[src/rtl/fbf_pkg.sv]
// rtl/fbf_pkg.sv - shared block-datapath types, constants and helpers
package fbf_pkg;

    localparam int N      = 4;
    localparam int ELEM_W = 32;
    localparam int BLK_W  = N * N * ELEM_W;

    typedef enum logic [1:0] {
        S_IDLE = 2'd0,
        S_ADD  = 2'd1,
        S_DONE = 2'd2
    } fbf_state_t;

    localparam logic [31:0] FP32_QNAN = 32'h7FC0_0000;
    localparam logic [31:0] FP32_PINF = 32'h7F80_0000;

    // Leading-zero count of the 27-bit aligned mantissa (hidden bit + 23 + G,R,S).
    function automatic logic [4:0] clz27(input logic [26:0] v);
        logic [4:0] n;
        logic       found;
        n     = 5'd27;
        found = 1'b0;
        for (int i = 26; i >= 0; i--) begin
            if (!found && v[i]) begin
                n     = 5'(26 - i);
                found = 1'b1;
            end
        end
        return n;
    endfunction

endpackage

[src/rtl/fp32_add.sv]
// rtl/fp32_add.sv - combinational binary32 adder, flush-to-zero, round-to-nearest-even
module fp32_add (
    input  logic [31:0] a,
    input  logic [31:0] b,
    output logic [31:0] sum
);
    import fbf_pkg::*;

    logic        sa, sb;
    logic [7:0]  ea, eb;
    logic [22:0] fa, fb;
    logic        a_nan, b_nan, a_inf, b_inf, a_zero, b_zero;

    assign sa = a[31];
    assign sb = b[31];
    assign ea = a[30:23];
    assign eb = b[30:23];
    assign fa = a[22:0];
    assign fb = b[22:0];

    assign a_nan  = (ea == 8'hFF) && (fa != 23'd0);
    assign b_nan  = (eb == 8'hFF) && (fb != 23'd0);
    assign a_inf  = (ea == 8'hFF) && (fa == 23'd0);
    assign b_inf  = (eb == 8'hFF) && (fb == 23'd0);
    // Denormals count as zero, so only the exponent field matters here.
    assign a_zero = (ea == 8'd0);
    assign b_zero = (eb == 8'd0);

    // x is the larger magnitude; its sign is the sign of any nonzero result.
    logic        swap;
    logic        sx, sy;
    logic [7:0]  ex, ey, d;
    logic [26:0] x_ext, y_ext, y_al;

    assign swap  = {ea, fa} < {eb, fb};
    assign sx    = swap ? sb : sa;
    assign sy    = swap ? sa : sb;
    assign ex    = swap ? eb : ea;
    assign ey    = swap ? ea : eb;
    assign d     = ex - ey;
    assign x_ext = {1'b1, (swap ? fb : fa), 3'b000};
    assign y_ext = {1'b1, (swap ? fa : fb), 3'b000};

    always_comb begin
        y_al = 27'd1;
        if (d < 8'd27) begin
            y_al = y_ext >> d;
            if ((y_ext << (5'd27 - d[4:0])) != 27'd0)
                y_al[0] = 1'b1;
        end
    end

    logic        eff_sub;
    logic [27:0] s_add;
    logic [26:0] s_sub;

    assign eff_sub = sx ^ sy;
    assign s_add   = {1'b0, x_ext} + {1'b0, y_al};
    assign s_sub   = x_ext - y_al;

    logic [4:0]        lz;
    logic [26:0]       n;
    logic signed [9:0] en;

    always_comb begin
        lz = clz27(s_sub);
        n  = s_add[26:0];
        en = $signed({2'b00, ex});
        if (!eff_sub) begin
            if (s_add[27]) begin
                n  = s_add[27:1] | {26'd0, s_add[0]};
                en = $signed({2'b00, ex}) + 10'sd1;
            end
        end else begin
            n  = s_sub << lz;
            en = $signed({2'b00, ex}) - $signed({5'd0, lz});
        end
    end

    logic              rnd_up;
    logic [24:0]       m25;
    logic signed [9:0] e_r;

    assign rnd_up = n[2] & (n[1] | n[0] | n[3]);
    assign m25    = {1'b0, n[26:3]} + {24'd0, rnd_up};
    assign e_r    = en + $signed({9'd0, m25[24]});

    always_comb begin
        if (a_nan || b_nan)
            sum = FP32_QNAN;
        else if (a_inf && b_inf)
            sum = (sa != sb) ? FP32_QNAN : {sa, FP32_PINF[30:0]};
        else if (a_inf)
            sum = {sa, FP32_PINF[30:0]};
        else if (b_inf)
            sum = {sb, FP32_PINF[30:0]};
        else if (a_zero && b_zero)
            sum = {sa & sb, 31'd0};
        else if (a_zero)
            sum = b;
        else if (b_zero)
            sum = a;
        else if (eff_sub && (s_sub == 27'd0))
            sum = 32'd0;
        else if (en < 10'sd1)
            sum = 32'd0;
        else if (e_r >= 10'sd255)
            sum = {sx, FP32_PINF[30:0]};
        else
            sum = {sx, e_r[7:0], m25[22:0]};
    end

endmodule

[src/rtl/fbf_adder_v2.sv]
// rtl/fbf_adder_v2.sv - 4x4 fp32 block adder iterating one shared fp32_add over 16 lanes
module fbf_adder_v2 #(
    parameter int N      = 4,
    parameter int ELEM_W = 32
) (
    input  logic                     clk,
    input  logic                     reset,
    input  logic                     A_stb,
    input  logic                     B_stb,
    input  logic                     result_ack,
    input  logic [N*N*ELEM_W-1:0]    A,
    input  logic [N*N*ELEM_W-1:0]    B,
    output logic                     result_ready,
    output logic [N*N*ELEM_W-1:0]    result
);
    import fbf_pkg::fbf_state_t;
    import fbf_pkg::S_IDLE;
    import fbf_pkg::S_ADD;
    import fbf_pkg::S_DONE;

    localparam int LANES  = N * N;
    localparam int LANE_W = $clog2(LANES);
    localparam logic [LANE_W-1:0] LAST_LANE = LANE_W'(LANES - 1);

    fbf_state_t               state;
    logic [LANE_W-1:0]        k;
    logic [N*N*ELEM_W-1:0]    op_a, op_b;
    logic [ELEM_W-1:0]        lane_a, lane_b, lane_sum;

    assign lane_a = op_a[k*ELEM_W +: ELEM_W];
    assign lane_b = op_b[k*ELEM_W +: ELEM_W];

    fp32_add u_add (
        .a   (lane_a),
        .b   (lane_b),
        .sum (lane_sum)
    );

    // Operands are captured once so the producer may move on while lanes iterate.
    always_ff @(posedge clk) begin
        if (reset) begin
            state        <= S_IDLE;
            k            <= '0;
            op_a         <= '0;
            op_b         <= '0;
            result       <= '0;
            result_ready <= 1'b0;
        end else begin
            case (state)
                S_IDLE: begin
                    if (A_stb && B_stb) begin
                        op_a  <= A;
                        op_b  <= B;
                        k     <= '0;
                        state <= S_ADD;
                    end
                end
                S_ADD: begin
                    result[k*ELEM_W +: ELEM_W] <= lane_sum;
                    k <= k + 1'b1;
                    if (k == LAST_LANE)
                        state <= S_DONE;
                end
                S_DONE: begin
                    if (result_ready && result_ack) begin
                        result_ready <= 1'b0;
                        state        <= S_IDLE;
                    end else begin
                        result_ready <= 1'b1;
                    end
                end
                default: state <= S_IDLE;
            endcase
        end
    end

endmodule

[config.mk]
export PLATFORM = sky130hd
export DESIGN_NAME = fbf_adder_v2
export DESIGN_NICKNAME = d
export VERILOG_FILES = /design/src/rtl/fbf_pkg.sv /design/src/rtl/fp32_add.sv /design/src/rtl/fbf_adder_v2.sv
export SDC_FILE = /design/constraint.sdc
export NUM_CORES = 2
export LEC_CHECK = 0
export ABC_AREA = 1
export BUFFER_PORTS_ARGS = -buffer_cell sky130_fd_sc_hd__buf_2
export CAP_MARGIN = 20
export CORE_AREA = 2 2 594 596
export CTS_CLUSTER_SIZE = 14
export DETAILED_ROUTE_END_ITERATION = 6
export DIE_AREA = 0 0 596 598
export SLEW_MARGIN = 25
export SYNTH_ARGS = -nofsm -noshare
export SYNTH_HDL_FRONTEND = slang
export SYNTH_SLANG_ARGS = --single-unit
[constraint.sdc]
create_clock -name clk -period 27 [get_ports clk]
set_input_delay 2.7 -clock clk [delete_from_list [all_inputs] [get_ports clk]]
set_output_delay 2.7 -clock clk [all_outputs]
set_load 0.02 [all_outputs]
### After elaboration in Yosys (flattened, before gate mapping)

Cells that the tools add are included.

* add/subtract/negate cells: 10
* shift-type cells: 7
* bitwise logic cells: 6
* $mul: 0
* magnitude comparators: 4
* divide/modulo/power cells: 0
* reduce and logical (&&, ||, !) cells: 75
* muxes and demuxes: 84
* equality and inequality tests: 9

Operators by type and width (count)
* $shiftx 512x10->32: 2
* $bwmux 512: 1
* $shift 32x34->512 const A: 1
* $shiftx 32x34->512: 1
* $mux 32: 10
* $mux 5: 27
* $mux 27: 3
* $shl 27x5->27: 2
* $logic_not 23->1: 2
* $mux 23: 2
* $reduce_bool 23->1: 2
* $logic_and 1x1->1: 35
* $neg 9->34: 1
* $lt 31x31->1: 1
* $mux 31: 1
* $mux 1: 30
* $add 27x27->28: 1
* $logic_not 27->1: 1
* $or 27x1->27: 1
* $reduce_bool 27->1: 1
* $shr 27x8->27: 1
* $sub 27x27->27: 1
* $logic_not 1->1: 26
* $add 24x1->25: 1
* 30 further kinds: 41

* RAM bits: 0
* input port bits: 1029
* memory bits (read-only): 0
* register bits after elaboration: 1543
* output and inout port bits: 513
* memories kept: 0
* logic and storage cells: 201
* bits in latches: 0

### Depth between registers and ports, before layout

* depth after elaboration: 109
* depth in mapped cells: 101

### Modules after synthesis

Synthesis repeated with hierarchy kept, for this count alone.

* cells, all modules: 10991
* area, all modules: 74282.5 sq um

By module, submodules not included
* fbf_adder_v2: times used 1, cells each 8777, area an instance 62735.2 sq um
* fp32_add: times used 1, cells each 2214, area an instance 11547.3 sq um

### Worst setup path before layout

OpenSTA, ideal clock, no wires.

* path type: reg2reg
* start: register k[0]
* end: register result[168]
* cell stages (with the launch flop): 92
* slack: 14.058 ns
* buffers on the path: 16
* data arrival time: 12.872 ns
* cells stage by stage: dfxtp_1 -> buf_6 -> inv_2 -> buf_6 -> buf_4 -> buf_4 -> buf_2 -> buf_2 -> buf_2 -> clkbuf_1 -> clkbuf_1 -> clkbuf_1 -> o21ai_0 -> o221ai_1 -> o211ai_1 -> nand2_1 -> ha_1 -> inv_1 -> [... 56 more ...] -> nand2_1 -> xor2_1 -> inv_1 -> nand4_1 -> a32o_1 -> clkinv_1 -> nor3_1 -> nand2_1 -> clkinv_1 -> clkbuf_1 -> nand3_1 -> o211ai_1 -> nand2_1 -> nor2_1 -> inv_1 -> nor2_1 -> nand3_1 -> a21oi_1

* longest elaborated chain between the ends: 109
* elaborated cells on any way between the ends: 174
* those cells by class: 9 x add/sub; 4 x order compare; 3 x eq/ne; 7 x shift; 77 x mux; 6 x bitwise; 68 x reduce/logical

Ends and longest elaborated chain
* start: declaration: RTL line fbf_adder_v2.sv:26 `logic [LANE_W-1:0] k;`
* start signal: assignment: RTL line fbf_adder_v2.sv:60 `k <= k + 1'b1;`
* $shiftx 512x10->32, on equally long branches: RTL line fbf_adder_v2.sv:30, fbf_adder_v2.sv:31
* $lt 31x31->1: RTL line fp32_add.sv:35 `assign swap = {ea, fa} < {eb, fb};`
* $mux 8, on equally long branches: RTL line fp32_add.sv:38, fp32_add.sv:39
* $sub 8x8->8: RTL line fp32_add.sv:40 `assign d = ex - ey;`
* $sub 5x5->5: RTL line fp32_add.sv:48 `if ((y_ext << (5'd27 - d[4:0])) != 27'd0)`
* $shl 27x5->27: RTL line fp32_add.sv:48
* $reduce_bool 27->1: RTL line fp32_add.sv:48
* $mux 1: RTL line fp32_add.sv:48
* [... 93 more ...]
* $mux 32: RTL line fp32_add.sv:99 `else if (a_zero)`
* $mux 32: RTL line fp32_add.sv:97 `else if (a_zero && b_zero)`
* $mux 32: RTL line fp32_add.sv:95 `else if (b_inf)`
* $mux 32: RTL line fp32_add.sv:93 `else if (a_inf)`
* $mux 32: RTL line fp32_add.sv:91 `else if (a_inf && b_inf)`
* $mux 32: RTL line fp32_add.sv:89 `if (a_nan || b_nan)`
* $shiftx 32x34->512: RTL line fbf_adder_v2.sv:59 `result[k*ELEM_W +: ELEM_W] <= lane_sum;`
* $bwmux 512 (*): RTL line fbf_adder_v2.sv:59
* end signal: indexed assignment: RTL line fbf_adder_v2.sv:59
* end: declaration: RTL line fbf_adder_v2.sv:14 `output logic [N*N*ELEM_W-1:0] result`

Mark *: on every way between the ends. The rest lies on a longest branch, timed or not.
A chain may end at the register's enable or synchronous reset.

### Final worst setup path

* start: register k[1]
* end: register result[358]

The elaborated chain is that of the path after synthesis.

==> impl_metrics.py <==
metrics = {
    "placement": {
        "dp.final_hpwl_mm": 331,
        "io_buffers": 1541,
        "place_congestion": 0.969,
    },
    "synth": {
        "synth_top_cell_area_share": 0.425,
        "synth_common_cells": "nor2_1, o21ai_0, dfxtp_1",
        "synthArstFlopShare": 0,
        "ys_warn_count": 0,
        "ys_types": 63,
        "synthCells": 10600,
        "ys_ff_latch": 1543,
        "synth_edf_count": 0,
        "avgSynthCellArea_sq_um": 6.88,
        "synth_ff_type": "dfxtp_1",
        "synth_area_sq_mm": 0.0726,
        "synth_top_area_cell": "dfxtp_1",
        "yosysSeqAreaShare": 0.425,
        "synthTopCellsByArea": "dfxtp_1, nor2_1, o21ai_0, nand2_1, a21oi_1",
        "synth_nets": 11700,
        "synth_most_common_cell": "nor2_1",
    },
    "clocking": {
        "htreeDepth": 4,
        "cts.path.max_buffers": 4,
        "cts_tree": "done",
        "clk_latency_ns": 0.92,
        "cts_root_buf": "clkbuf_16",
        "cts.repair.resized": 0,
        "hold_buffers": 0,
        "post_cts_buffers": 0,
        "clk_pin_slew_ns": 0.06,
        "cts.sinks": 1543,
        "cts_buffers": 181,
    },
    "critical_path": {
        "cp_slowest_stage_delay_ns": 0.90,
        "worstPathArrival_ns": 21.83,
        "cp_max_fo": 83,
        "cp_slowest_cell": "ha_1",
        "crit_path_frequent_cell": "nand2_1",
        "crit_type": "register to register",
        "critPathCaptureType": "register",
        "worstPathRequired_ns": 27.75,
        "start_kind": "register",
        "rrSetupSlack_ns": 5.93,
    },
    "status": {
        "status": "finished clean",
    },
    "floorplan": {
        "ioPinCount": 1542,
        "placementRows": 218,
        "core_sq_mm": 0.351,
        "start_util": 0.207,
        "die-area_sq_mm": 0.356,
        "die_width_um": 596,
        "chipHeight_um": 598,
    },
    "global_routing": {
        "overflow": 0,
        "grt_first_pass_wirelength_mm": 578,
        "gr-usage-all-layers": 0.227,
        "grt_max_degree": 204,
        "antenna_found_initial": 152,
        "grt_pass1_vias": 74100,
    },
    "routing": {
        "firstDrtPassIters": 6,
        "routed_wl_mm": 428,
        "top_layer_used": "met5",
        "wl_met1_mm": 175,
        "drc_errors": 0,
        "drt_iter0_drc": 8658,
        "drtAntennaViolNets": 0,
        "drt-wirelength-per-cell_um": 25.7,
        "vias": 81200,
        "wl_met2_mm": 183,
        "wl_met3_mm": 34.6,
        "vias_per_cell": 4.87,
    },
    "layout": {
        "syn_to_final_growth_pct": 25.3,
        "multi_input_area_sq_mm": 0.0370,
        "fillers": 39700,
        "seq_area_sq_mm": 0.0309,
        "nets": 12700,
        "drive_above_1_share": 0.181,
    },
    "timing": {
        "fin_setup_tns_ns": 0,
        "drv_slew": 0,
        "rsz0062_at_grt": "false",
        "period_share": 0.780,
        "skew_ns": 0.110,
        "period_needed_ns": 21.07,
        "relSlewSlack": 0.202,
        "clock.fmax_mhz": 47.5,
        "finalHoldViolCount": 0,
        "setup_viol": 0,
        "worst_slew_pin_slew_ns": 1.20,
    },
    "job": {
        "maxCapViolCount": 0,
    },
    "min_path": {
        "hold_path.class": "register to register",
    },
}
-- metal layers --
layer  GRT usage  vias up
met1       0.283    38800
li1            -    37800
met3      0.0510      845
met5           0        -
met4       0.165       72
met2       0.342     3699
-- worst paths after layout --
check | from | end | depth (start not counted)
max | k[1] | result[358] | 80
min | op_b[416] | op_b[416] | 2
max reg2reg | k[1] | result[358] | 80
min reg2reg | op_b[416] | op_b[416] | 2
-- per-stage QoR --
step                      instance area (sq um)  std cells  hold slack (ns)   util  worst slack (ns)
final                                     91000      16700            0.457  0.260              5.93
after global routing                      91000      16600            0.481  0.259              4.37
after CTS                                 90200      16300            0.454  0.257              6.32
after detailed placement                  84000      16000            0.445  0.240              6.43
after global placement                    84000      16000            0.436  0.239              6.45
after floorplan                           72600      10600            0.424      -             14.06
-- placed cells by master, fill, tap and decap left out, drive strengths merged, types with 2 or more instances in the layout --
| cell | n |
|---|---|
| o2111ai | 2 |
| buf | 1662 |
| clkinv | 48 |
| o221ai | 190 |
| fa | 2 |
| a21o | 3 |
| or2 | 4 |
| a21boi | 2 |
| a31oi | 18 |
| a21oi | 657 |
| nand3b | 4 |
| clkinvlp | 5 |
| a211oi | 3 |
| o21ai | 2122 |
| o211ai | 97 |
| nand3 | 459 |
| inv | 418 |
| clkbuf | 261 |
| diode | 324 |
| nor4 | 14 |
| nand4 | 62 |
| xor2 | 45 |
| and2 | 3 |
| o41ai | 2 |
| nor2 | 2865 |
| o21a | 6 |
| a41oi | 2 |
| and3 | 2 |
| o31ai | 12 |
| nor3 | 48 |
| nand2 | 946 |
| o22ai | 74 |
| a2111oi | 2 |
| xnor2 | 6 |
| ha | 96 |
| bufinv | 14 |
| dfxtp | 1543 |
| o21bai | 15 |
-- worst max-delay path: cells and delay by family (launching register included) --
| kind | cells | cell delay (ns) |
|---|---|---|
| AO/OA/AOI/OAI | 16 | 4.02 |
| XOR/XNOR | 1 | 0.19 |
| AND/OR/NAND/NOR | 47 | 10.31 |
| flip-flops | 1 | 0.64 |
| buffers and inverters | 11 | 3.39 |
| adder cells (fa/ha/maj) | 5 | 2.00 |
-- area by class of cell --
| cell class | instances | area share |
|---|---|---|
| inverter | 418 | 0.0176 |
| clock buffer | 261 | 0.0575 |
| tap | 4620 | 0.0635 |
| multi-input combinational | 7771 | 0.406 |
| sequential | 1543 | 0.339 |
| clock inverter | 67 | 0.0105 |
| antenna | 324 | 0.00891 |
| timing repair buffer | 1662 | 0.0962 |
-- registers in the layout (all words and copies together) (netlist names) --
name and cells:
result 512, state 2, k 4, result_ready 1, op_b 512, op_a 512
-- kinds of logic (layout without fill, tap and decap cells) --
group                    Yosys count  count (layout)  share of synthesized area
AND/OR/NAND/NOR                 4408            4408                      0.244
XOR/XNOR                          51              51                    0.00661
adder cells (fa/ha/maj)           98              98                     0.0171
flip-flops                      1543            1543                      0.425
buffers and inverters           1249            2408                     0.0681
AO/OA/AOI/OAI                   3214            3214                      0.239
other                              0             324                          0
Power is left out: the tool's default activity adds up to more than one toggle a clock period on the data nets, which glitch-free logic cannot reach.
